===== src/rtl/rob_commit_unit_pkg.sv =====
// Shared types and default sizing for the reorder buffer / commit stage.
package rob_commit_unit_pkg;

    localparam int ROB_TAG_WIDTH      = 3;
    localparam int MAX_NUM_OF_COMMITS = 2;
    localparam int CDB_PORTS          = 2;
    localparam int ARCH_REG_WIDTH     = 5;
    localparam int PHY_REG_WIDTH      = 6;

    // Width of a retire count covering 0..MAX_NUM_OF_COMMITS lanes.
    localparam int MAX_COMMIT_LANES_LOG2 = $clog2(MAX_NUM_OF_COMMITS + 1);

    typedef enum logic [1:0] {
        no_wb_commit  = 2'd0,
        reg_commit_wb = 2'd1,
        branch_commit = 2'd2
    } commit_type_t;

    typedef struct packed {
        logic                      valid;
        logic                      done;
        logic                      mispredict;
        commit_type_t              ctype;
        logic [PHY_REG_WIDTH-1:0]  phy;
        logic [ARCH_REG_WIDTH-1:0] arch;
    } rob_entry_t;

endpackage


===== src/rtl/rob_commit_unit_if.sv =====
// Rename/allocate, completion and commit/retire signals between the pipeline and the ROB.
interface rob_commit_unit_if;
    import rob_commit_unit_pkg::*;

    logic                                           alloc_valid;
    logic [ROB_TAG_WIDTH-1:0]                       alloc_tag;
    commit_type_t                                   alloc_commit_type;
    logic [PHY_REG_WIDTH-1:0]                       alloc_phy_reg;
    logic [ARCH_REG_WIDTH-1:0]                      alloc_arch_reg;

    logic [CDB_PORTS-1:0]                           complete_valid;
    logic [CDB_PORTS-1:0][ROB_TAG_WIDTH-1:0]        complete_tag;
    logic [CDB_PORTS-1:0]                           complete_mispredict;

    logic [MAX_NUM_OF_COMMITS-1:0]                  commit_valid;
    commit_type_t [MAX_NUM_OF_COMMITS-1:0]          commit_type;
    logic [MAX_NUM_OF_COMMITS-1:0][PHY_REG_WIDTH-1:0]  commited_wr_register;
    logic [MAX_NUM_OF_COMMITS-1:0][ARCH_REG_WIDTH-1:0] commited_arch_register;
    logic                                           retire_tag_valid;
    logic [ROB_TAG_WIDTH-1:0]                       retire_tag;
    logic                                           flush;

    modport master (
        output alloc_valid, alloc_tag, alloc_commit_type, alloc_phy_reg, alloc_arch_reg,
        output complete_valid, complete_tag, complete_mispredict,
        input  commit_valid, commit_type, commited_wr_register, commited_arch_register,
        input  retire_tag_valid, retire_tag, flush
    );

    modport slave (
        input  alloc_valid, alloc_tag, alloc_commit_type, alloc_phy_reg, alloc_arch_reg,
        input  complete_valid, complete_tag, complete_mispredict,
        output commit_valid, commit_type, commited_wr_register, commited_arch_register,
        output retire_tag_valid, retire_tag, flush
    );

endinterface


===== src/rtl/rob_commit_unit_select.sv =====
// Picks the in-order retire group from the head window; a mispredicted branch closes the group.
module rob_commit_select
    import rob_commit_unit_pkg::*;
#(
    parameter int COMMIT_WIDTH = MAX_NUM_OF_COMMITS
) (
    input  rob_entry_t [COMMIT_WIDTH-1:0]     window,
    output logic [COMMIT_WIDTH-1:0]           lane_valid,
    output logic [MAX_COMMIT_LANES_LOG2-1:0]  lane_count,
    output logic                              flush_req
);

    logic open;

    always_comb begin
        lane_valid = '0;
        lane_count = '0;
        flush_req  = 1'b0;
        open       = 1'b1;
        for (int i = 0; i < COMMIT_WIDTH; i++) begin
            if (open && window[i].valid && window[i].done) begin
                lane_valid[i] = 1'b1;
                lane_count    = lane_count + MAX_COMMIT_LANES_LOG2'(1);
                if (window[i].ctype == branch_commit && window[i].mispredict) begin
                    flush_req = 1'b1;
                    open      = 1'b0;
                end
            end else begin
                open = 1'b0;
            end
        end
    end

endmodule


===== src/rtl/rob_commit_unit.sv =====
// Reorder buffer: records renamed instructions and completions, retires in order with registered outputs.
module rob_commit_unit
    import rob_commit_unit_pkg::*;
#(
    parameter int ROB_SIZE_WIDTH         = rob_commit_unit_pkg::ROB_TAG_WIDTH,
    parameter int COMMIT_WIDTH           = rob_commit_unit_pkg::MAX_NUM_OF_COMMITS,
    parameter int CDB_WIDTH              = rob_commit_unit_pkg::CDB_PORTS,
    parameter int ARCH_REG_NUM_WIDTH     = rob_commit_unit_pkg::ARCH_REG_WIDTH,
    parameter int PHYSICAL_REG_NUM_WIDTH = rob_commit_unit_pkg::PHY_REG_WIDTH
) (
    input  logic              clk,
    input  logic              reset,
    rob_commit_unit_if.slave  bus
);

    localparam int ROB_SIZE = 1 << ROB_SIZE_WIDTH;

    logic [ROB_SIZE-1:0]               valid_q, done_q, misp_q;
    commit_type_t                      ctype_q [ROB_SIZE];
    logic [PHYSICAL_REG_NUM_WIDTH-1:0] phy_q   [ROB_SIZE];
    logic [ARCH_REG_NUM_WIDTH-1:0]     arch_q  [ROB_SIZE];
    logic [ROB_SIZE_WIDTH-1:0]         head_q;

    logic [ROB_SIZE_WIDTH-1:0]         lane_tag [COMMIT_WIDTH];
    rob_entry_t [COMMIT_WIDTH-1:0]     window;
    logic [COMMIT_WIDTH-1:0]           lane_valid;
    logic [MAX_COMMIT_LANES_LOG2-1:0]  lane_count;
    logic                              flush_req;
    logic                              accept_alloc;

    logic [COMMIT_WIDTH-1:0]                             commit_vld_p0;
    commit_type_t [COMMIT_WIDTH-1:0]                     commit_type_p0;
    logic [COMMIT_WIDTH-1:0][PHYSICAL_REG_NUM_WIDTH-1:0] wr_reg_p0;
    logic [COMMIT_WIDTH-1:0][ARCH_REG_NUM_WIDTH-1:0]     arch_reg_p0;
    logic                                                vld_p0;
    logic [ROB_SIZE_WIDTH-1:0]                           retire_tag_p0;
    logic                                                flush_p0;

    // Anything arriving during the flush cycle belongs to the squashed path.
    assign accept_alloc = bus.alloc_valid && !flush_p0;

    always_comb begin
        for (int i = 0; i < COMMIT_WIDTH; i++) begin
            lane_tag[i] = head_q + ROB_SIZE_WIDTH'(i);
        end
    end

    always_comb begin
        for (int i = 0; i < COMMIT_WIDTH; i++) begin
            window[i].valid      = valid_q[lane_tag[i]];
            window[i].done       = done_q[lane_tag[i]];
            window[i].mispredict = misp_q[lane_tag[i]];
            window[i].ctype      = ctype_q[lane_tag[i]];
            window[i].phy        = phy_q[lane_tag[i]];
            window[i].arch       = arch_q[lane_tag[i]];
        end
    end

    rob_commit_select #(
        .COMMIT_WIDTH (COMMIT_WIDTH)
    ) u_select (
        .window     (window),
        .lane_valid (lane_valid),
        .lane_count (lane_count),
        .flush_req  (flush_req)
    );

    // Stage p0: entry state update and registered commit outputs.
    always_ff @(posedge clk or posedge reset) begin
        if (reset) begin
            valid_q       <= '0;
            done_q        <= '0;
            misp_q        <= '0;
            head_q        <= '0;
            commit_vld_p0 <= '0;
            for (int i = 0; i < COMMIT_WIDTH; i++) begin
                commit_type_p0[i] <= no_wb_commit;
            end
            wr_reg_p0     <= '0;
            arch_reg_p0   <= '0;
            vld_p0        <= 1'b0;
            retire_tag_p0 <= '0;
            flush_p0      <= 1'b0;
        end else begin
            // Walk ports high to low so the lowest-numbered port's write lands last.
            if (!flush_p0) begin
                for (int k = CDB_WIDTH - 1; k >= 0; k--) begin
                    if (bus.complete_valid[k] && valid_q[bus.complete_tag[k]]) begin
                        done_q[bus.complete_tag[k]] <= 1'b1;
                        misp_q[bus.complete_tag[k]] <= bus.complete_mispredict[k];
                    end
                end
            end
            if (accept_alloc) begin
                valid_q[bus.alloc_tag] <= 1'b1;
                done_q[bus.alloc_tag]  <= 1'b0;
                misp_q[bus.alloc_tag]  <= 1'b0;
            end
            for (int i = 0; i < COMMIT_WIDTH; i++) begin
                if (lane_valid[i]) valid_q[lane_tag[i]] <= 1'b0;
            end
            if (flush_req) valid_q <= '0;
            head_q <= head_q + ROB_SIZE_WIDTH'(lane_count);

            commit_vld_p0 <= lane_valid;
            for (int i = 0; i < COMMIT_WIDTH; i++) begin
                commit_type_p0[i] <= lane_valid[i] ? window[i].ctype : no_wb_commit;
                wr_reg_p0[i]      <= lane_valid[i] ? window[i].phy : '0;
                arch_reg_p0[i]    <= lane_valid[i] ? window[i].arch : '0;
            end
            vld_p0        <= |lane_valid;
            retire_tag_p0 <= (|lane_valid)
                             ? head_q + ROB_SIZE_WIDTH'(lane_count) - ROB_SIZE_WIDTH'(1)
                             : '0;
            flush_p0      <= flush_req;
        end
    end

    always_ff @(posedge clk) begin
        if (accept_alloc) begin
            ctype_q[bus.alloc_tag] <= bus.alloc_commit_type;
            phy_q[bus.alloc_tag]   <= bus.alloc_phy_reg;
            arch_q[bus.alloc_tag]  <= bus.alloc_arch_reg;
        end
    end

    assign bus.commit_valid           = commit_vld_p0;
    assign bus.commit_type            = commit_type_p0;
    assign bus.commited_wr_register   = wr_reg_p0;
    assign bus.commited_arch_register = arch_reg_p0;
    assign bus.retire_tag_valid       = vld_p0;
    assign bus.retire_tag             = retire_tag_p0;
    assign bus.flush                  = flush_p0;

    a_alloc_free_entry: assert property (@(posedge clk) disable iff (reset)
        accept_alloc |-> !valid_q[bus.alloc_tag]);

endmodule

===== src/flat_wrapper.sv =====
// flat-port wrapper written by rule: the top's interface ports become plain ports
module rob_commit_unit_flat import rob_commit_unit_pkg::*;
#(
    parameter int ROB_SIZE_WIDTH         = rob_commit_unit_pkg::ROB_TAG_WIDTH,
    parameter int COMMIT_WIDTH           = rob_commit_unit_pkg::MAX_NUM_OF_COMMITS,
    parameter int CDB_WIDTH              = rob_commit_unit_pkg::CDB_PORTS,
    parameter int ARCH_REG_NUM_WIDTH     = rob_commit_unit_pkg::ARCH_REG_WIDTH,
    parameter int PHYSICAL_REG_NUM_WIDTH = rob_commit_unit_pkg::PHY_REG_WIDTH
)
  (clk, reset, bus_alloc_valid, bus_alloc_tag, bus_alloc_commit_type, bus_alloc_phy_reg, bus_alloc_arch_reg, bus_complete_valid, bus_complete_tag, bus_complete_mispredict, bus_commit_valid, bus_commit_type, bus_commited_wr_register, bus_commited_arch_register, bus_retire_tag_valid, bus_retire_tag, bus_flush);
  rob_commit_unit_if bus_i ();
  input  logic clk;
  input  logic reset;
  input wire logic [$bits(bus_i.alloc_valid)-1:0] bus_alloc_valid;
  input wire logic [$bits(bus_i.alloc_tag)-1:0] bus_alloc_tag;
  input wire logic [$bits(bus_i.alloc_commit_type)-1:0] bus_alloc_commit_type;
  input wire logic [$bits(bus_i.alloc_phy_reg)-1:0] bus_alloc_phy_reg;
  input wire logic [$bits(bus_i.alloc_arch_reg)-1:0] bus_alloc_arch_reg;
  input wire logic [$bits(bus_i.complete_valid)-1:0] bus_complete_valid;
  input wire logic [$bits(bus_i.complete_tag)-1:0] bus_complete_tag;
  input wire logic [$bits(bus_i.complete_mispredict)-1:0] bus_complete_mispredict;
  output wire logic [$bits(bus_i.commit_valid)-1:0] bus_commit_valid;
  output wire logic [$bits(bus_i.commit_type)-1:0] bus_commit_type;
  output wire logic [$bits(bus_i.commited_wr_register)-1:0] bus_commited_wr_register;
  output wire logic [$bits(bus_i.commited_arch_register)-1:0] bus_commited_arch_register;
  output wire logic [$bits(bus_i.retire_tag_valid)-1:0] bus_retire_tag_valid;
  output wire logic [$bits(bus_i.retire_tag)-1:0] bus_retire_tag;
  output wire logic [$bits(bus_i.flush)-1:0] bus_flush;
  assign bus_i.alloc_valid = bus_alloc_valid;
  assign bus_i.alloc_tag = bus_alloc_tag;
  assign bus_i.alloc_commit_type = bus_alloc_commit_type;
  assign bus_i.alloc_phy_reg = bus_alloc_phy_reg;
  assign bus_i.alloc_arch_reg = bus_alloc_arch_reg;
  assign bus_i.complete_valid = bus_complete_valid;
  assign bus_i.complete_tag = bus_complete_tag;
  assign bus_i.complete_mispredict = bus_complete_mispredict;
  assign bus_commit_valid = bus_i.commit_valid;
  assign bus_commit_type = bus_i.commit_type;
  assign bus_commited_wr_register = bus_i.commited_wr_register;
  assign bus_commited_arch_register = bus_i.commited_arch_register;
  assign bus_retire_tag_valid = bus_i.retire_tag_valid;
  assign bus_retire_tag = bus_i.retire_tag;
  assign bus_flush = bus_i.flush;
  rob_commit_unit #(.ROB_SIZE_WIDTH(ROB_SIZE_WIDTH), .COMMIT_WIDTH(COMMIT_WIDTH), .CDB_WIDTH(CDB_WIDTH), .ARCH_REG_NUM_WIDTH(ARCH_REG_NUM_WIDTH), .PHYSICAL_REG_NUM_WIDTH(PHYSICAL_REG_NUM_WIDTH)) u_core (.clk(clk), .reset(reset), .bus(bus_i));
endmodule

===== config.mk =====
export PLATFORM = sky130hd
export DESIGN_NAME = rob_commit_unit_flat
export DESIGN_NICKNAME = d
export VERILOG_FILES = /design/src/rtl/rob_commit_unit_pkg.sv /design/src/rtl/rob_commit_unit_if.sv /design/src/rtl/rob_commit_unit_select.sv /design/src/rtl/rob_commit_unit.sv /design/src/flat_wrapper.sv
export SDC_FILE = /design/constraint.sdc
export NUM_CORES = 1
export LEC_CHECK = 0
export ABC_CLOCK_PERIOD_IN_PS = 4700
export BUFFER_PORTS_ARGS = -buffer_cell sky130_fd_sc_hd__buf_4
export CORE_UTILIZATION = 28
export CTS_CLUSTER_DIAMETER = 200
export DETAILED_ROUTE_END_ITERATION = 10
export MAX_ROUTING_LAYER = met4
export PLACE_DENSITY = 0.44
export SYNTH_ARGS = -nofsm -noshare
export SYNTH_HDL_FRONTEND = slang
export SYNTH_SLANG_ARGS = --single-unit
export TNS_END_PERCENT = 20

===== constraint.sdc =====
create_clock -name clk -period 4.7 [get_ports clk]
set_input_delay 0.705 -clock clk [delete_from_list [all_inputs] [get_ports clk]]
set_output_delay 0.705 -clock clk [all_outputs]
set_load 0.03 [all_outputs]

# ---- Word-level counts from Yosys, hierarchy flattened
# Memories as Yosys holds them, arrays and structs flattened.
# Cells that the tools add are included.
dict set report totals {
  ff_bits 60
  mem_bits_rw 104
  input_bits 29
  out_inout_bits 33
  n_memories 3
}
# memory words width rd rd_ports_with_merged_regs write_ports line
set mem_list {}
lappend mem_list {u_core.phy_q 8 6 2 0 1 rob_commit_unit.sv:20} ;# logic [PHYSICAL_REG_NUM_WIDTH-1:0] phy_q [ROB_SIZE];
lappend mem_list {u_core.arch_q 8 5 2 0 1 rob_commit_unit.sv:21} ;# logic [ARCH_REG_NUM_WIDTH-1:0] arch_q [ROB_SIZE];
lappend mem_list {u_core.ctype_q 8 2 2 0 1 rob_commit_unit.sv:19} ;# commit_type_t ctype_q [ROB_SIZE];
dict set report classes {
  add_sub_neg 4
  order_cmp 10
  eq_ne 2
  mux 61
  n_bitwise 10
  reduce_logical 15
}
# op n
set op_table {}
lappend op_table {{$mux W8} 14}
lappend op_table {{$and A8 B8 Y8} 4}
lappend op_table {{$bmux W1 S3} 8}
lappend op_table {{$mux W1} 24}
lappend op_table {{$not A8 Y8} 3}
lappend op_table {{$or A8 B8 Y8} 3}
lappend op_table {{$lt A3 B4 Y1 const B} 5}
lappend op_table {{$bwmux W8} 2}
lappend op_table {{$demux W1 S3} 5}
lappend op_table {{$ge A3 B1 Y1 const B} 5}
lappend op_table {{$logic_and A1 B1 Y1} 13}
lappend op_table {{$mux W6} 2}
lappend op_table {{$mux W5} 2}
lappend op_table {{$mux W2} 3}
lappend op_table {{$eq A2 B2 Y1 const B} 2}
lappend op_table {{$add A3 B1 Y3 const B} 1}
lappend op_table {{$add A3 B2 Y3} 1}
lappend op_table {{$mux W3} 1}
lappend op_table {{$sub A3 B1 Y3 const B} 1}
lappend op_table {{$add A2 B1 Y2 const B} 1}
lappend op_table {{$reduce_or A2 Y1} 1}
lappend op_table {{$logic_not A1 Y1} 1}

# ---- Longest topological paths before layout
# Gate-level depths: netlist (run 1).
dict set report depth {
  word_depth 12
  mapped_depth 17
  mapped_depth_nobuf 14
}

# ---- Modules after synthesis
# Synthesis (run 1) repeated with hierarchy kept, for this count alone.
dict set report unflattened {
  hier_cells 587
  area_unflattened_um2 8106.5
}
# module instances cells_per_inst area_per_inst_um2 seq_area_each_um2
set by_module_without_submodules {}
lappend by_module_without_submodules {rob_commit_unit 1 577 8031.5 4624.4}
lappend by_module_without_submodules {rob_commit_select 1 10 75.1 0.0}

# ---- Least setup slack after synthesis (run 1)
# No wires, ideal clock.
dict set report synth_path {
  kind {reg2reg}
  from {register u_core.head_q[0]}
  to {register u_core.retire_tag_p0[2] (netlist: u_core.bus.retire_tag[2])}
  arrival_ns 3.435
  required_ns 4.568
  slack_ns 1.133
  path_stages_with_launch 15
  period_less_slack_ns 3.567
  path_cell_list {dfrtp_1 > ha_1 > xor2_4 > buf_6 > mux4_2 > o211ai_1 > clkbuf_1 > inv_1 > ha_1 > ha_1 > inv_1 > fa_1 > ha_1 > xnor2_1 > nor2_1}
}
dict set report synth_via {
  word_cells_on_any_way 28
  cone_classes {add/sub: 4; eq/ne: 1; mux: 17; reduce/logical: 5; memory: 1}
}
# element line
set synth_rtl {}
lappend synth_rtl {{from (decl)} rob_commit_unit.sv:22} ;# logic [ROB_SIZE_WIDTH-1:0] head_q;
lappend synth_rtl {{from (signal assigned)} rob_commit_unit.sv:103} ;# head_q <= head_q + ROB_SIZE_WIDTH'(lane_count);
lappend synth_rtl {{$mem_v2 Z8 W2 / $bmux W1 S3 (equally long branches)} n/a}
lappend synth_rtl {{$eq A2 B2 Y1 / $mux W1 (equally long branches)} {rob_commit_unit_select.sv:24, rob_commit_unit.sv:52}}
lappend synth_rtl {{$logic_and A1 B1 Y1} rob_commit_unit_select.sv:24} ;# if (window[i].ctype == branch_commit && window[i].mispredict) begin
lappend synth_rtl {{$mux W1} rob_commit_unit_select.sv:24}
lappend synth_rtl {{$mux W1} rob_commit_unit_select.sv:21} ;# if (open && window[i].valid && window[i].done) begin
lappend synth_rtl {{$logic_and A1 B1 Y1} rob_commit_unit_select.sv:21}
lappend synth_rtl {{$logic_and A1 B1 Y1 *} rob_commit_unit_select.sv:21}
lappend synth_rtl {{$mux W1 *} rob_commit_unit_select.sv:21}
lappend synth_rtl {{named net u_core.lane_valid[1]} rob_commit_unit.sv:26} ;# logic [COMMIT_WIDTH-1:0] lane_valid;
lappend synth_rtl {{$reduce_or A2 Y1 *} rob_commit_unit.sv:112} ;# retire_tag_p0 <= (|lane_valid)
lappend synth_rtl {{$mux W3 *} rob_commit_unit.sv:113} ;# ? head_q + ROB_SIZE_WIDTH'(lane_count) - ROB_SIZE_WIDTH'(1)
lappend synth_rtl {{to (signal assigned)} rob_commit_unit.sv:112}
lappend synth_rtl {{to (decl)} rob_commit_unit.sv:36} ;# logic [ROB_SIZE_WIDTH-1:0] retire_tag_p0;
# The timed path passes the listed nets; every way through them passes the cells marked *. The select of a mux whose other input is x is not followed.

# ---- Final worst setup path (run 1)
dict set report layout_path {
  from {register u_core.head_q[2]}
  to {register u_core.retire_tag_p0[2] (netlist: u_core.bus.retire_tag[2])}
}
# Same word-level chain as after synthesis.

==> key figures, run 1 <==
Outcome
  – Status: finished clean

Setup path
  – CP arrival: between 4 and 5 ns
  – Critical Path Source Type: register
  – Critical setup path kind: reg2reg
  – CP max-delay cell: dfrtp_2
  – Internal reg-to-reg setup slack: a little under 1 ns
  – CP required: 5.01 ns
  – Most used cell, CP: ha_1
  – Worst path max stage delay: ~0.66 ns
  – Critical path peak fanout: 20
  – Critical path cell sequence: buf_4 -> mux2i_1 -> nor4_2 -> nor4_4 -> o211ai_1 -> inv_1 -> ha_1 -> ha_1 -> inv_1 -> fa_1 -> ha_1 -> xnor2_1 -> nor2_1
  – Crit end category: register

Pwr
  – Clock power frac: about 20%
  – Sw Pwr: 3.160 mW
  – Leak: between 3 and 4 nW
  – Worst IR Drop VDD: around 0.00043 V
  – Flop pwr share: between 20 and 30%
  – Int Power: roughly 3.8 mW
  – Combinational Power Share: approximately half
  – PwrDens: 730.5 nW/um2
  – Switching share of power: a little under half

Floorplanning
  – Std-Cell Rows: a little over 60
  – Initial Util: 28.74%
  – Die Area: approximately 29000 um2
  – # IOs: 62
  – Die width: between 150 and 200 um
  – Core area: approximately 28000 um2
  – Die H: approximately 170 um

Route
  – Routed wire per std cell: about 24 um
  – Via count: just under 6000
  – Initial DRC count: 653
  – Post-route ant nets: 0
  – DRT Wirelength: between 20000 and 30000 um
  – Drt drc: 0
  – Vias per std cell: approximately 5.4
  – Drt first pass iters: 5

Global route
  – First-pass GRT wire length: 38910 um
  – GRT Total Usage: between 10% and 20%
  – Largest net degree at the start of global routing: 60
  – Global route overflow: 0
  – Vias in the first global route: 5951
  – Initial antenna violation count: 0

Clocking
  – CTS buffer count: 17
  – Post-CTS sizing: 0
  – CTS Sinks: about 160
  – Max clock buf depth: 2
  – Worst-path clk slew: 0.08 ns
  – CTS Hold Bufs: 0
  – Worst-skew pair later-pin latency: around 0.44 ns
  – Post-CTS Setup Bufs: 0
  – Root Buffer: clkbuf_16
  – CTS tree: done
  – H-tree level count: 4

STA
  – Final min period: 3.712 ns
  – Fin crit share: about four fifths
  – Worst slew margin: ~33%
  – Setup violators final: 0
  – Final hold violations: 0
  – Max-slew violations: 0
  – Final hold slack: between 0.4 and 0.5 ns
  – RSZ-0062 raised after global routing: no
  – Max Clk Rate: approximately 0.27 GHz
  – Clock Skews: approximately 0.019 ns
  – Setup TNS: 0 ns
  – Worst-Margin Slew: 1.000 ns

Placement
  – Placed wire-length estimate: between 15000 and 20000 um
  – Placer congestion estimate: ~0.85
  – Placed insts: 1078
  – Number of I/O port buffers: between 60 and 70

Finish
  – Area occupied by registers: approximately 4600 um2
  – Diodes inserted: 0
  – Fraction of layout cells with a size suffix above 1: a little over a fifth
  – Fill cell count: around 2800
  – Final std cells w/o fill: between 1000 and 1500
  – Most frequent cells in the layout: edfxtp_1 (104), buf_4 (79), nor2_1 (65), dfrtp_1 (56), nand2_1 (44)
  – Final net count: about 750
  – Area Growth Syn to Fin: 17.58%
  – Multi-input gate area: about 3100 um2
  – Final design utilization: 33.80%
  – Leading cell type in the layout, fill and taps excluded: edfxtp_1

Synthesis
  – Mapped Nets: between 700 and 800
  – Netlist cell types: 62
  – Area leader, netlist: edfxtp_1
  – Synthesized cell area: roughly 8100 um2
  – Mapped Cells: 669
  – Synth top area share: approximately 39%
  – Post-synth EDFFs: approximately 100
  – Avg Cell Area, Syn: about 12 um2
  – Asr flop ratio synth: approximately 36%
  – Sequential element share of the synthesized area: between 50 and 60%
  – Synth Register Bits: about 160
  – Ys Warns: 0
  – Top post-synthesis cells by area: edfxtp_1 (39%), dfrtp_1 (18%), mux2i_1 (4.4%)
  – Post-synth top flop: edfxtp_1

Min path
  – HP Class: in2reg

Flow run
  – # Max-Cap Violations: 0
## Yosys cell counts, types with 4 or more instances
| cell | count |
|---|---|
| edfxtp_1 | 104 |
| nor2_1 | 67 |
| dfrtp_1 | 59 |
| nand2_1 | 44 |
| mux2i_1 | 35 |
| nor3_1 | 29 |
| a21oi_1 | 23 |
| o22ai_1 | 22 |
| a211oi_1 | 18 |
| clkbuf_1 | 18 |
| buf_2 | 15 |
| inv_1 | 15 |
| mux4_2 | 15 |
| o221ai_1 | 15 |
| mux2_2 | 14 |
| o21ai_0 | 14 |
| a31oi_1 | 12 |
| nand3_1 | 12 |
| o31ai_1 | 9 |
| nand2b_1 | 8 |
| o22a_1 | 8 |
| a2111oi_0 | 7 |
| nand3b_1 | 7 |
| nor3b_1 | 7 |
| or3_1 | 7 |
| buf_4 | 6 |
| o21a_1 | 6 |
| a311oi_1 | 5 |
| buf_6 | 5 |
| buf_1 | 4 |
| ha_1 | 4 |
| nor2b_1 | 4 |
## sequential cells by signal, indices dropped and copies added, names as in the netlist, 3 cells and up
signal	cells
u_core.bus.commited_arch_register	10
u_core.bus.commited_wr_register	12
u_core.phy_q	48
u_core.head_q	3
u_core.done_q	8
u_core.bus.commit_type	4
u_core.arch_q	40
u_core.valid_q	8
u_core.bus.retire_tag	3
u_core.ctype_q	16
u_core.misp_q	8
## layout make-up
class,count,area share (%)
clock buffer,17,4.494
clock inverter,15,1.705
inverter,20,0.7930
multi-input combinational,438,33.12
sequential,163,48.63
tap,378,4.996
timing repair buffer,79,6.265
## power by group through the flow
| stage | sequential, mW | combinational (mW) | clock [mW] |
|---|---|---|---|
| after floorplan | 2.06 | 2.43 | 0 |
| after global placement | 2.09 | 3.40 | 0 |
| after detailed placement | 2.08 | 3.46 | 0 |
| after CTS | 2.05 | 3.47 | 1.41 |
| after global routing | 2.08 | 3.76 | 1.47 |
| final | 2.05 | 3.48 | 1.38 |
## cells by family (layout without fill, tap and decap cells)
logic type	after synthesis	after routing	share of synthesized area (%)
AO/OA/AOI/OAI	163	163	14.39
XOR/XNOR	4	4	0.6683
multiplexers	64	64	10.51
AND/OR/NAND/NOR	202	202	12.29
buffers and inverters	68	131	4.149
flip-flops	163	163	57.13
adder cells (fa/ha/maj)	5	5	0.8703
## worst max-delay path: cells and delay by family (launching register included)
| family | cells | cell delay (ns) |
|---|---|---|
| simple gates | 3 | 0.63 |
| compound gates | 1 | 0.16 |
| buf+inv | 3 | 0.52 |
| fa+ha+maj | 4 | 1.11 |
| flops | 1 | 0.66 |
| mux | 1 | 0.32 |
| xor+xnor | 1 | 0.17 |
## metal layers
| layer | track usage (%) | vias up | routed length, um |
|---|---|---|---|
| li1 | - | 2676 | - |
| met1 | 26.29 | 2983 | 12280 |
| met4 | 6.561 | 0 | 503 |
| met5 | - | - | 0 |
| met3 | 3.198 | 35 | 1431 |
| met2 | 28.02 | 269 | 12090 |
## per-stage QoR
step	setup slack (ns)	instance area (um2)	total power, mW
floorplan	1.133	8051	4.484
global placement	1.125	8880	5.483
detailed placement	0.9851	8880	5.539
CTS	0.9764	9467	6.929
global route	0.7201	9467	7.313
finish	0.9881	9467	6.916
## path summary, 6_finish.rpt
| kind | endpoint | depth (start not counted) | from |
|---|---|---|---|
| worst max-delay path | u_core.bus.retire_tag[2]$_DFF_PP0_ | 13 | u_core.head_q[2]$_DFF_PP0_ |
| worst min-delay path | u_core.arch_q[5][1]$_DFFE_PP_ | 1 | bus_alloc_arch_reg[1] |
| worst max register to register | u_core.bus.retire_tag[2]$_DFF_PP0_ | 13 | u_core.head_q[2]$_DFF_PP0_ |
| worst min register to register | u_core.misp_q[3]$_DFF_PP0_ | 1 | u_core.misp_q[3]$_DFF_PP0_ |
| max in group asynchronous | u_core.head_q[0]$_DFF_PP0_ | 3 | reset |
| min in group asynchronous | u_core.misp_q[6]$_DFF_PP0_ | 3 | reset |
Note: power is estimated with default switching activity, not from simulation.
==> inputs of run 2 (changes only) <==
--- a/config.mk
+++ b/config.mk
@@ -5,13 +5,13 @@
 export SDC_FILE = /design/constraint.sdc
 export NUM_CORES = 1
 export LEC_CHECK = 0
-export ABC_CLOCK_PERIOD_IN_PS = 4700
+export ABC_CLOCK_PERIOD_IN_PS = 3300
 export BUFFER_PORTS_ARGS = -buffer_cell sky130_fd_sc_hd__buf_4
 export CORE_UTILIZATION = 28
 export CTS_CLUSTER_DIAMETER = 200
 export DETAILED_ROUTE_END_ITERATION = 10
 export MAX_ROUTING_LAYER = met4
-export PLACE_DENSITY = 0.44
+export PLACE_DENSITY = 0.46
 export SYNTH_ARGS = -nofsm -noshare
 export SYNTH_HDL_FRONTEND = slang
 export SYNTH_SLANG_ARGS = --single-unit
==> constraint.sdc (replaced) <==
create_clock -name clk -period 3.3 [get_ports clk]
set_input_delay 0.495 -clock clk [delete_from_list [all_inputs] [get_ports clk]]
set_output_delay 0.495 -clock clk [all_outputs]
set_load 0.03 [all_outputs]
==> key figures, run 2 (synthesis results as in run 1) <==
Global route
  – Initial antenna violation count: 0 (unchanged)
  – Met3 Track Usage GR: 2.508% (-0.69 points)
  – GR Util met2: 28.87% (+0.84 points)
  – Largest net degree at the start of global routing: 41 (-32%)
  – Vias in the first global route: 6037 (+1.4%)
  – First-pass GRT wire length: 38130 um (-2.0%)
  – Global route overflow: 0 (unchanged)
  – Most used routing layer in global routing: met2
  – GRT Total Usage: 18.27% (-0.74 points)
  – GRT met1 Usage: 24.47% (-1.8 points)

Pwr
  – PwrDens: 1052 nW/um2 (+44%)
  – Total chip power: 10.31 mW (+49%)
  – Worst IR Drop VDD: 0.0004388 V (+2.7%)
  – Leak: 3.724 nW (+5.4%)

Clocking
  – Root Buffer: clkbuf_16
  – Max clock buf depth: 2 (unchanged)
  – H-tree level count: 4 (unchanged)
  – CTS tree: done
  – Worst-path clk slew: 0.07 ns (about the same)
  – Worst-skew pair later-pin latency: 0.43 ns (about the same)
  – CTS Sinks: 163 (unchanged)
  – CTS buffer count: 17 (unchanged)

STA
  – Clock Skews: 0.005200 ns (-0.01350 ns)
  – RSZ-0062 raised after global routing: no
  – Max Clk Rate: 0.3186 GHz (+18%)
  – Max-slew violations: 0 (unchanged)
  – Setup violators final: 0 (unchanged)
  – Final min period: 3.139 ns (-0.5729 ns)
  – Setup TNS: 0 ns (unchanged)
  – Worst slew margin: 47.34% (+14 points)
  – Worst-Margin Slew: 0.7838 ns (-0.2166 ns)
  – Final hold violations: 0 (unchanged)
  – Fin crit share: 95.12% (+16 points)

Setup path
  – Critical path peak fanout: 35 (+75%)
  – Critical path cell sequence: ha_4 -> xor2_4 -> buf_4 -> mux4_2 -> a211oi_1 -> or4b_1 -> o31ai_1 -> a211oi_1
  – Internal reg-to-reg setup slack: 0.16 ns (-0.83 ns)
  – Worst path max stage delay: 0.68 ns (+0.02 ns)
  – CP required: 3.57 ns (-1.44 ns)
  – Delay-heaviest family, CP: simple AND/OR/NAND/NOR gates
  – Critical Path Source Type: register
  – CP max-delay cell: or4b_1
  – Buffers & Inverters on Critical Path: 1 (-2)
  – Critical setup path kind: reg2reg
  – CP arrival: 3.41 ns (-0.61 ns)
  – Crit end category: register
  – Most used cell, CP: a211oi_1

Route
  – Drt drc: 0 (unchanged)
  – Via count: 6050 (+1.5%)
  – Initial DRC count: 691 (+5.8%)
  – DRT Wirelength: 25130 um (-4.5%)
  – Vias per std cell: 5.279 (-1.7%)
  – Drt first pass iters: 6 (+1)
  – Routed wire per std cell: 21.92 um (-7.5%)
  – Post-route ant nets: 0 (unchanged)

Placement
  – Number of I/O port buffers: 61 (unchanged)
  – Placed wire-length estimate: 17310 um (+0.16%)
  – Placer congestion estimate: 0.8521 (+0.83%)

Finish
  – Diodes inserted: 0 (unchanged)
  – Fill cell count: 2730 (-1.1%)
  – Leading cell type in the layout, fill and taps excluded: buf_4
  – Fraction of layout cells with a size suffix above 1: 25.78% (+3.9 points)
  – Most flop-heavy register: u_core.phy_q
  – Most frequent cells in the layout: buf_4 (112), edfxtp_1 (104), nor2_1 (67), dfrtp_1 (56), nand2_1 (44)
  – Biggest regs: u_core.phy_q x48, u_core.arch_q x40, u_core.ctype_q x16
  – Area Growth Syn to Fin: 21.72%
  – Max reg flops: 48 (unchanged)
  – Final net count: 789 (+4.8%)

Floorplanning
  – Initial Util: 28.74% (unchanged)
  – Die Area: 29440 um2 (unchanged)
  – Die H: 171.6 um (unchanged)
  – # IOs: 62 (unchanged)
  – Std-Cell Rows: 61 (unchanged)
  – Die width: 171.6 um (unchanged)
  – Core area: 28010 um2 (unchanged)

Outcome
  – Status: finished clean

Flow run
  – # Max-Cap Violations: 0 (unchanged)

Min path
  – HP Class: in2async
[run 2: what timing repair did]
action | 4_1_cts | 5_1_grt
hold buffers | 0 | 0
resized for setup | 0 | 4
setup buffers | 0 | 4
setup endpoints to repair | 0 | 3
[run 2: metrics by stage]
stage	instance area, um2	cells	utilization (%)	setup slack, ns	hold slack [ns]
after floorplan	8095	669	-	-0.01959	0.4764
after global placement	9188	1110	32.80	0.1512	0.5199
after detailed placement	9188	1110	32.80	0.1413	0.5149
after CTS	9768	1142	34.87	0.1354	0.06832
after global routing	9801	1146	34.99	0.01785	0.09042
final	9801	1146	34.99	0.1610	0.06771
[run 2: path summary, 6_finish.rpt]
kind	to	startpoint	cells after the start
setup / recovery	u_core.valid_q[0]$_DFF_PP0_	u_core.head_q[0]$_DFF_PP0_	8
hold / removal	u_core.done_q[7]$_DFF_PP0_	reset	2
setup reg to reg	u_core.valid_q[0]$_DFF_PP0_	u_core.head_q[0]$_DFF_PP0_	8
hold reg to reg	u_core.done_q[2]$_DFF_PP0_	u_core.done_q[2]$_DFF_PP0_	1
max in group asynchronous	u_core.head_q[2]$_DFF_PP0_	reset	3
min in group clk	u_core.arch_q[3][3]$_DFFE_PP_	bus_alloc_arch_reg[3]	1
[run 2: power by group]
part | leakage [nW] | internal [mW] | switching, mW
combinational | 1.75 | 2.20 | 3.32
clock | 0.279 | 1.12 | 0.864
sequential | 1.70 | 2.52 | 0.287
total | 3.72 | 5.84 | 4.47
[run 2: cell type report]
class / count / area [um2] / area share, %
inverter: 20 / 75.07 / 0.7660
multi-input combinational: 438 / 3168 / 32.32
clock buffer: 17 / 425.4 / 4.341
tap: 378 / 473.0 / 4.826
timing repair buffer: 115 / 900.9 / 9.192
sequential: 163 / 4603 / 46.97
clock inverter: 15 / 155.1 / 1.583
[run 2: per-layer routing]
metal / up-vias / routed length [um]
li1: 2753 / -
met3: 29 / 1187
met4: 0 / 362
met2: 231 / 12070
met5: - / 0
met1: 3037 / 11500
==> inputs of run 3 (changes only) <==
--- a/config.mk
+++ b/config.mk
@@ -8,7 +8,6 @@
 export ABC_CLOCK_PERIOD_IN_PS = 3300
 export BUFFER_PORTS_ARGS = -buffer_cell sky130_fd_sc_hd__buf_4
 export CORE_UTILIZATION = 28
-export CTS_CLUSTER_DIAMETER = 200
 export DETAILED_ROUTE_END_ITERATION = 10
 export MAX_ROUTING_LAYER = met4
 export PLACE_DENSITY = 0.46
==> constraint.sdc (replaced) <==
create_clock -name clk -period 3.3 [get_ports clk]
set_input_delay 0.66 -clock clk [delete_from_list [all_inputs] [get_ports clk]]
set_output_delay 0.66 -clock clk [all_outputs]
set_load 0.03 [all_outputs]
==> key figures, run 3 (synthesis results as in run 1) <==
Outcome
  – Status: finished clean

Global route
  – Global route overflow: 0 (unchanged)
  – GRT Total Usage: 18.44% (+0.17 points)
  – First-pass GRT wire length: 38240 um (+0.29%)
  – Vias in the first global route: 6092 (+0.91%)
  – Largest net degree at the start of global routing: 38 (-7.3%)
  – Initial antenna violation count: 0 (unchanged)

Setup path
  – Internal reg-to-reg setup slack: 0.14 ns (-0.02 ns)
  – CP required: 3.60 ns (+0.03 ns)
  – Worst path max stage delay: 0.55 ns (-0.13 ns)
  – CP arrival: 3.46 ns (+0.05 ns)
  – Critical setup path kind: reg2reg
  – Critical path cell sequence: buf_12 -> buf_4 -> nor4_2 -> nor4_4 -> o211ai_1 -> inv_2 -> ha_4 -> ha_2 -> inv_2 -> fa_2 -> ha_4 -> xnor2_1 -> nor2_1
  – CP max-delay cell: fa_2
  – Critical Path Source Type: register
  – Critical path peak fanout: 10 (-71%)
  – Crit end category: register

Clocking
  – Root Buffer: clkbuf_16
  – Max clock buf depth: 2 (unchanged)
  – Worst-path clk slew: 0.07 ns (about the same)
  – Worst-skew pair later-pin latency: 0.43 ns (about the same)
  – H-tree level count: 4 (unchanged)
  – CTS tree: done
  – CTS Hold Bufs: 0 (unchanged)
  – CTS Sinks: 163 (unchanged)
  – CTS buffer count: 17 (unchanged)

Placement
  – Number of I/O port buffers: 61 (unchanged)
  – Placed wire-length estimate: 17390 um (+0.48%)
  – Placer congestion estimate: 0.8515 (about the same)
  – Cell area after placement: 9220 um2 (+0.35%)
  – Dpl ws: 0.07656 ns (-0.06478 ns)

Finish
  – Most flop-heavy register: u_core.phy_q
  – Most frequent cells in the layout: buf_4 (120), edfxtp_1 (104), nor2_1 (67), dfrtp_1 (56), nand2_1 (44)
  – Post-route cell area: 9874 um2 (+0.75%)
  – Area Growth Syn to Fin: 22.64%
  – Biggest regs: u_core.phy_q x48, u_core.arch_q x40, u_core.ctype_q x16
  – Fraction of layout cells with a size suffix above 1: 27.16% (+1.4 points)
  – Max reg flops: 48 (unchanged)
  – Diodes inserted: 0 (unchanged)
  – Leading cell type in the layout, fill and taps excluded: buf_4
  – Fill cell count: 2762 (+1.2%)
  – Final net count: 798 (+1.1%)

Floorplanning
  – Die Area: 29440 um2 (unchanged)
  – Die H: 171.6 um (unchanged)
  – Die width: 171.6 um (unchanged)
  – Std-Cell Rows: 61 (unchanged)
  – Core area: 28010 um2 (unchanged)
  – # IOs: 62 (unchanged)
  – Initial Util: 28.74% (unchanged)

Route
  – Drt first pass iters: 5 (-1)
  – Initial DRC count: 741 (+7.2%)
  – Post-route ant nets: 0 (unchanged)
  – Routed wire per std cell: 22.15 um (+1.0%)
  – Drt drc: 0 (unchanged)
  – Via count: 6058 (+0.13%)
  – DRT Wirelength: 25580 um (+1.8%)
  – Vias per std cell: 5.245 (-0.65%)

STA
  – Final hold violations: 0 (unchanged)
  – Setup violators final: 0 (unchanged)
  – Max Clk Rate: 0.3163 GHz (-0.73%)
  – Max-slew violations: 0 (unchanged)
  – Clock Skews: 0.01132 ns (+0.006118 ns)
  – RSZ-0062 raised after global routing: yes
  – Worst slew margin: 48.16% (+0.81 points)
  – Final WS setup: 0.1379 ns (-0.02307 ns)
  – Worst-Margin Slew: 0.7717 ns (-0.01213 ns)
  – Fin crit share: 95.82% (+0.70 points)
  – Final min period: 3.162 ns (+0.02306 ns)
  – Final hold slack: 0.2203 ns (+0.1526 ns)

Pwr
  – Sw Pwr: 4.557 mW (+1.9%)
  – PwrDens: 1057 nW/um2 (+0.41%)
  – Combinational Power Share: 54.4% (+0.9 points)
  – Flop pwr share: 26.8% (-0.4 points)
  – Worst IR Drop VDD: 0.0006148 V (+40%)
  – Clock power frac: 18.8% (-0.5 points)
  – Total chip power: 10.43 mW (+1.2%)
  – Leak: 3.770 nW (+1.2%)
  – Int Power: 5.876 mW (+0.60%)
  – Switching share of power: 43.68% (+0.32 points)

Flow run
  – # Max-Cap Violations: 0 (unchanged)

Min path
  – HP Class: in2async
==> run 3: cell count changes in the layout (fill, tap and decap cells not counted), sizes merged <==
cell,previous run,this run
buf,115,124
bufinv,2,1
clkbuf,17,18
clkinv,8,7
clkinvlp,2,1
inv,23,25
==> run 3: worst paths after layout <==
kind                                                  from                                        endpoint  cells past startpoint
worst max-delay path            u_core.head_q[0]$_DFF_PP0_              u_core.bus.retire_tag[2]$_DFF_PP0_                     13
worst min-delay path                                 reset                      u_core.head_q[1]$_DFF_PP0_                      2
worst max register to register  u_core.head_q[0]$_DFF_PP0_              u_core.bus.retire_tag[2]$_DFF_PP0_                     13
worst min register to register  u_core.misp_q[4]$_DFF_PP0_                      u_core.misp_q[4]$_DFF_PP0_                      1
max in group asynchronous                            reset  u_core.bus.commited_arch_register[8]$_DFF_PP0_                      3
min in group clk                     bus_alloc_arch_reg[2]                   u_core.arch_q[0][2]$_DFFE_PP_                      1
==> run 3: metal layers <==
metal  global-route usage (%)  up-vias  share of wire (%)
met5                        -        -                  0
met4                    5.707        0                1.9
met3                    3.060       44                5.9
met2                    29.15      240                 48
met1                    24.16     3011                 45
li1                         -     2763                  -
==> run 3: area by class of cell <==
type	instances	area, um2	area share (%)
Clock inverter	14	142.6	1.445
Multi-Input combinational cell	438	3179	32.20
Timing Repair Buffer	124	972.2	9.845
Sequential cell	163	4603	46.62
Clock buffer	18	429.2	4.346
Tap cell	378	473.0	4.790
Inverter	20	75.07	0.7603
==> run 3: through the flow <==
step	cells	util [%]	TNS, ns
final	1155	35.25	0
after global routing	1155	35.25	-0.04099
after CTS	1148	34.96	0
after detailed placement	1116	32.92	0
after global placement	1116	32.92	0
after floorplan	669	-	-0.01959
==> run 3: what timing repair did <==
item / 4_1_cts / 5_1_grt
endpoints found under the setup margin: 0 / 4
buffers inserted: 0 / 7
hold endpoints to repair: 0 / 0
resized for setup: 0 / 9
==> run 3: power by group through the flow <==
stage	Combinational, mW	Sequential (mW)	Clock (mW)
after floorplan	3.54	2.94	0
after global placement	5.48	2.84	0
after detailed placement	5.52	2.83	0
after CTS	5.55	2.80	1.98
after global routing	6.15	2.83	2.07
final	5.68	2.80	1.96
==> run 3: worst max-delay path, delay by kind of cell (launching register included) <==
family	cells	cell delay, ns
AND/OR/NAND/NOR	3	0.51
AO/OA/AOI/OAI	1	0.34
XOR/XNOR	1	0.10
flip-flops	1	0.50
buffers and inverters	4	0.46
adder cells (fa/ha/maj)	4	1.11
